## src/rtl/mux_scan_pkg.sv

```systemverilog
// Shared types and constants for the 4:1 mux scan sequencer.
// The optional parity output is enabled with the MUX_SCAN_PARITY_EN macro in mux_scan_seq.
package mux_scan_pkg;

    localparam int NUM_CH = 4;
    localparam int SEL_W  = 2;

    typedef enum logic [2:0] {
        ST_IDLE   = 3'd0,
        ST_SELECT = 3'd1,
        ST_SETTLE = 3'd2,
        ST_SAMPLE = 3'd3,
        ST_DONE   = 3'd4
    } state_t;

endpackage

```

## src/rtl/mux_scan_pick.sv

```systemverilog
// Combinational channel picker: lowest enabled channel above ch, or the lowest
// enabled channel overall when from_start is set.
module mux_scan_pick
    import mux_scan_pkg::*;
(
    input  logic [NUM_CH-1:0] mask,
    input  logic [SEL_W-1:0]  ch,
    input  logic              from_start,
    output logic [SEL_W-1:0]  next_ch,
    output logic              found
);

    always_comb begin
        next_ch = '0;
        found   = 1'b0;
        // Walk downward so the lowest qualifying channel is the last one written.
        for (int k = NUM_CH - 1; k >= 0; k--) begin
            if (mask[k] && (from_start || (k > int'(ch)))) begin
                next_ch = SEL_W'(k);
                found   = 1'b1;
            end
        end
    end

endmodule

```

## src/rtl/mux_scan_seq.sv

```systemverilog
// Scan sequencer for a 4:1 mux: steps the select lines through enabled channels and samples each.
// Define MUX_SCAN_PARITY_EN to add a registered parity output (^data) updated with done.
//
// state  | meaning
// IDLE   | waiting for start; select parked at channel 0
// SELECT | drive select lines to the current channel, load settle counter
// SETTLE | count down the settle interval
// SAMPLE | capture mux_out into data[ch], pick next channel
// DONE   | one-cycle done pulse, select holds last channel
module mux_scan_seq
    import mux_scan_pkg::*;
#(
    parameter int SETTLE_CYCLES = 2,
    parameter int CNT_W         = 4
)
(
    input  logic              clk,
    input  logic              rst_n,
    input  logic              start,
    input  logic              abort,
    input  logic [NUM_CH-1:0] ch_mask,
    input  logic              mux_out,
    output logic              s0,
    output logic              s1,
    output logic              busy,
    output logic              done,
    output logic [NUM_CH-1:0] data
`ifdef MUX_SCAN_PARITY_EN
    ,
    output logic              parity
`endif
);

    state_t              state_q, state_d;
    logic [NUM_CH-1:0]   mask_q, mask_d;
    logic [SEL_W-1:0]    ch_q, ch_d;
    logic [SEL_W-1:0]    sel_q, sel_d;
    logic [CNT_W-1:0]    cnt_q, cnt_d;
    logic                busy_q, busy_d;
    logic                done_q, done_d;
    logic [NUM_CH-1:0]   data_q, data_d;
`ifdef MUX_SCAN_PARITY_EN
    logic                parity_q, parity_d;
`endif

    logic                in_idle;
    logic [NUM_CH-1:0]   pick_mask;
    logic [SEL_W-1:0]    pick_ch;
    logic                pick_found;

    // One picker serves both the first-channel search (live mask) and the next-channel search.
    assign in_idle   = (state_q == ST_IDLE);
    assign pick_mask = in_idle ? ch_mask : mask_q;

    mux_scan_pick u_pick (
        .mask       (pick_mask),
        .ch         (ch_q),
        .from_start (in_idle),
        .next_ch    (pick_ch),
        .found      (pick_found)
    );

    always_comb begin
        state_d = state_q;
        mask_d  = mask_q;
        ch_d    = ch_q;
        sel_d   = sel_q;
        cnt_d   = cnt_q;
        busy_d  = busy_q;
        done_d  = 1'b0;
        data_d  = data_q;
`ifdef MUX_SCAN_PARITY_EN
        parity_d = parity_q;
`endif
        case (state_q)
            ST_IDLE: begin
                if (start && !abort) begin
                    busy_d = 1'b1;
                    data_d = '0;
                    if (pick_found) begin
                        state_d = ST_SELECT;
                        mask_d  = ch_mask;
                        ch_d    = pick_ch;
                    end else begin
                        state_d = ST_DONE;
                        done_d  = 1'b1;
`ifdef MUX_SCAN_PARITY_EN
                        parity_d = 1'b0;
`endif
                    end
                end
            end
            ST_SELECT: begin
                sel_d   = ch_q;
                cnt_d   = CNT_W'(SETTLE_CYCLES - 1);
                state_d = ST_SETTLE;
            end
            ST_SETTLE: begin
                if (cnt_q == '0) begin
                    state_d = ST_SAMPLE;
                end else begin
                    cnt_d = cnt_q - CNT_W'(1);
                end
            end
            ST_SAMPLE: begin
                data_d[ch_q] = mux_out;
                if (pick_found) begin
                    ch_d    = pick_ch;
                    state_d = ST_SELECT;
                end else begin
                    state_d = ST_DONE;
                    done_d  = 1'b1;
`ifdef MUX_SCAN_PARITY_EN
                    parity_d = ^data_d;
`endif
                end
            end
            ST_DONE: begin
                state_d = ST_IDLE;
                busy_d  = 1'b0;
                sel_d   = '0;
            end
            default: begin
                state_d = ST_IDLE;
                busy_d  = 1'b0;
                sel_d   = '0;
            end
        endcase

        // DONE is excluded: its pulse is already on the output and the return is normal.
        if (abort && (state_q != ST_IDLE) && (state_q != ST_DONE)) begin
            state_d = ST_IDLE;
            busy_d  = 1'b0;
            done_d  = 1'b0;
            data_d  = '0;
            sel_d   = '0;
            cnt_d   = '0;
`ifdef MUX_SCAN_PARITY_EN
            parity_d = 1'b0;
`endif
        end
    end

    always_ff @(posedge clk or negedge rst_n) begin
        if (!rst_n) begin
            state_q <= ST_IDLE;
            mask_q  <= '0;
            ch_q    <= '0;
            sel_q   <= '0;
            cnt_q   <= '0;
            busy_q  <= 1'b0;
            done_q  <= 1'b0;
            data_q  <= '0;
`ifdef MUX_SCAN_PARITY_EN
            parity_q <= 1'b0;
`endif
        end else begin
            state_q <= state_d;
            mask_q  <= mask_d;
            ch_q    <= ch_d;
            sel_q   <= sel_d;
            cnt_q   <= cnt_d;
            busy_q  <= busy_d;
            done_q  <= done_d;
            data_q  <= data_d;
`ifdef MUX_SCAN_PARITY_EN
            parity_q <= parity_d;
`endif
        end
    end

    assign s0   = sel_q[0];
    assign s1   = sel_q[1];
    assign busy = busy_q;
    assign done = done_q;
    assign data = data_q;
`ifdef MUX_SCAN_PARITY_EN
    assign parity = parity_q;
`endif

endmodule

```

## config.mk

```make
export PLATFORM = sky130hd
export DESIGN_NAME = mux_scan_seq
export DESIGN_NICKNAME = d
export VERILOG_FILES = /design/src/rtl/mux_scan_pkg.sv /design/src/rtl/mux_scan_pick.sv /design/src/rtl/mux_scan_seq.sv
export SDC_FILE = /design/constraint.sdc
export NUM_CORES = 1
export LEC_CHECK = 0
export ABC_AREA = 1
export BUFFER_PORTS_ARGS = -buffer_cell sky130_fd_sc_hd__buf_2
export CORE_MARGIN = 3
export CORE_UTILIZATION = 50
export CTS_CLUSTER_DIAMETER = 80
export DETAILED_ROUTE_END_ITERATION = 16
export PLACE_DENSITY = 0.82
export SYNTH_ARGS = -nofsm -noshare
export SYNTH_HDL_FRONTEND = slang
export SYNTH_SLANG_ARGS = --single-unit
```

## constraint.sdc

```tcl
create_clock -name clk -period 2.4 [get_ports clk]
set_input_delay 0 -clock clk [delete_from_list [all_inputs] [get_ports clk]]
set_output_delay 0 -clock clk [all_outputs]
set_load 0.01 [all_outputs]
```

==> results.sh <==
export IMPL_r2r_end="data[1]"
export IMPL_power_density_nw_per_um2=1200
export IMPL_total_power_mw=1.644
export IMPL_dp_final_hpwl_mm=1.952
export IMPL_first_global_vias=1025
export IMPL_grt_setup_unrepaired="false"
export IMPL_synth_warnings=0
export IMPL_clock_root_buffer="clkbuf_4"
export IMPL_clk_path_buf_depth=2
export IMPL_fin_nets=198
export IMPL_cts_tree="built"
export IMPL_place_area_sq_um=1284
export IMPL_synthDistinctLibCells=24
export IMPL_fp_row_count=16
export IMPL_grt_total_usage=0.2090
export IMPL_r2r_cells=7
export IMPL_setup_viol=0
export IMPL_syn_num_nets=173
export IMPL_multiInputGateArea_sq_um=575.6
export IMPL_avgSynthCellArea_sq_um=7.223
export IMPL_period_share=0.6287
export IMPL_timing_fmax_mhz=662.8
export IMPL_numCtsBuffers=3
export IMPL_finalCriticalPeriod_ns=1.509
export IMPL_outcome="finished, final reports clean"
export IMPL_r2r_start="state_q[2]"
export IMPL_drive_gt1_frac=0.1711
export IMPL_finalMaxSlewViolations=0
export IMPL_vdd_drop_max_uv=713.0
export IMPL_postSynthCellCount=163
export IMPL_min_path_cells=4
export IMPL_tightest_slew_ns=0.4307
export IMPL_clk_pin_slew_ns=0.12
export IMPL_antennaDiodeCount=0
export IMPL_grt_pass1_wl_mm=4.360
export IMPL_drt_iter0_markers=40
export IMPL_setup_tns_ns=0
export IMPL_final_antenna_net_count=0
export IMPL_fin_ws_ns=0.8912
export IMPL_gp_congestion=0.8417
export IMPL_num_vias=1133
export IMPL_seq_area_frac_synth=0.4251
export IMPL_start_util=0.5601
export IMPL_finalHoldViolCount=0
export IMPL_cts_resized=0
export IMPL_worst_hold_path_type="in2reg"
export IMPL_portBuffers=16
export IMPL_syn_area_sq_um=1177
export IMPL_viasPerCell=5.294
export IMPL_dp_slack_ns=0.9294
export IMPL_cts_htree_levels=1
export IMPL_cts_sinks=20
export IMPL_ios=17
export IMPL_ys_ff_latch=20
export IMPL_maxCapViolCount=0
export IMPL_wl_per_cell_microns=12.38
export IMPL_die_area_sq_um=2973
export IMPL_grt_overflow=0
export IMPL_worstSetupEndpointType="register"
export IMPL_postCtsSetupRepairBufs=0
export IMPL_critPathRequiredTime_ns=2.66
export IMPL_final_area_sq_um=1370
export IMPL_totalWireLength_mm=2.649
export IMPL_seq_area_sq_um=500.5
export IMPL_criticalPathCategory="reg2reg"
export IMPL_holdPathEnd="data[3]"
export IMPL_n_fill_cell=186
export IMPL_p_leak_nw=0.7608
export IMPL_die_w_microns=54.53
export IMPL_worst_path_max_fanout=11
export IMPL_grt_antenna_before_repair=0
export IMPL_reg2reg_slack_ns=0.89
export IMPL_drtPass1Iterations=4
export IMPL_core_area_sq_um=2102
export IMPL_start_kind="register"
export IMPL_clock_skew_ns=0.006859
export IMPL_clock_latency_ns=0.31
export IMPL_slew_headroom=0.7129
export IMPL_min_from="abort"
export IMPL_syn2layout_area_growth_pct=16.37
export IMPL_arrival_ns=1.77
export IMPL_grt_max_degree=21
export IMPL_die_h_microns=54.53
export IMPL_drc=0
-- stage by stage --
| stage | std cells | hold slack (ns) | util |
|---|---|---|---|
| final | 214 | 0.07431 | 0.6518 |
| after global routing | 214 | 0.1054 | 0.6518 |
| after CTS | 214 | 0.08421 | 0.6518 |
| after detailed placement | 205 | -0.03205 | 0.6107 |
| after global placement | 205 | -0.03948 | 0.6107 |
| after floorplan | 163 | -0.2956 | - |
-- per-layer routing --
metal	wire, microns	global-route usage
met3	189	0.02452
met2	1242	0.3566
met4	55	0.08299
met1	1161	0.2670
met5	0	0
-- sequential cells by signal, indices dropped and copies added (netlist names) --
signal	flops
done	1
state_q	3
ch_q	2
mask_q	3
data	4
sel_q	2
cnt_q	4
busy	1
-- cell usage after synthesis --
library cell / instances / area, sq um
nand2_1: 44 / 165.2
inv_1: 24 / 90.09
dfrtp_1: 20 / 500.5
nor2_1: 18 / 67.56
nand3_1: 16 / 80.08
a21oi_1: 6 / 30.03
o21ai_0: 6 / 30.03
nand2_2: 3 / 18.77
nand4_1: 3 / 18.77
o21ai_1: 3 / 15.01
a21oi_2: 2 / 17.52
nand3b_1: 2 / 15.01
nor2_2: 2 / 12.51
nor2_4: 2 / 22.52
o22ai_1: 2 / 12.51
xor2_1: 2 / 17.52
buf_4: 1 / 7.510
ha_1: 1 / 12.51
inv_2: 1 / 3.750
nand2_4: 1 / 11.26
nor3_1: 1 / 5.000
o211ai_1: 1 / 7.510
o21a_1: 1 / 7.510
o21ai_2: 1 / 8.760
-- cells by family after synthesis --
kind of cell	after synthesis	synth area share
buf+inv	26	0.08608
fa+ha+maj	1	0.01063
xor+xnor	2	0.01488
flops	20	0.4251
simple gates	92	0.3539
compound gates	22	0.1095
-- final cells by class --
cell class	instances	area share
multi-input cells	117	0.4201
flip-flops and latches	20	0.3653
repair buffers	21	0.09498
inverters	25	0.06849
clock buffers	4	0.02648
well taps	27	0.02466
-- repair_timing --
action	CTS	global route
hold endpoints to repair	24	0
hold buffers	5	0
setup endpoints to repair	0	0
-- critical path, stage by stage, from the launching register on --
cell and delay [ns]:
dfrtp_1 0.39, inv_1 0.26, nand3_1 0.19, nor2_1 0.16, inv_1 0.12, nor2_1 0.15
nand3_1 0.10, nand2_1 0.08
-- cell usage in the layout, fill, tap and decap left out --
master         count
inv_1             24
dlygate4sd3_1      5
nand2_2            3
nor2_2             2
nand2_4            1
o21ai_0            6
nand3_1           16
buf_2             16
a21oi_1            6
o22ai_1            2
o21a_1             1
nor3_1             1
xor2_1             2
dfrtp_1           20
nand4_1            3
ha_1               1
nor2_4             2
nand2_1           44
o21ai_2            1
clkbuf_4           3
nand3b_1           2
o211ai_1           1
nor2_1            18
inv_2              1
o21ai_1            3
clkbuf_8           1
a21oi_2            2
-- power by group --
part / internal [mW] / switching (mW) / total (mW)
clock network: 0.0928 / 0.109 / 0.202
logic: 0.300 / 0.603 / 0.903
registers: 0.445 / 0.0944 / 0.539
-- worst max-delay path by stage --
stage | slack (ns) | end | depth (start not counted) | startpoint
final | 0.89 | data[1] | 7 | state_q[2]
after CTS | 0.90 | data[1] | 7 | state_q[2]
after global routing | 0.70 | data[1] | 7 | state_q[2]
after floorplan | 1.12 | mask_q[1] | 8 | state_q[1]
after detailed placement | 0.93 | data[1] | 7 | state_q[2]
after global placement | 0.98 | data[1] | 7 | state_q[2]
Note: power is estimated with default switching activity, not from simulation.
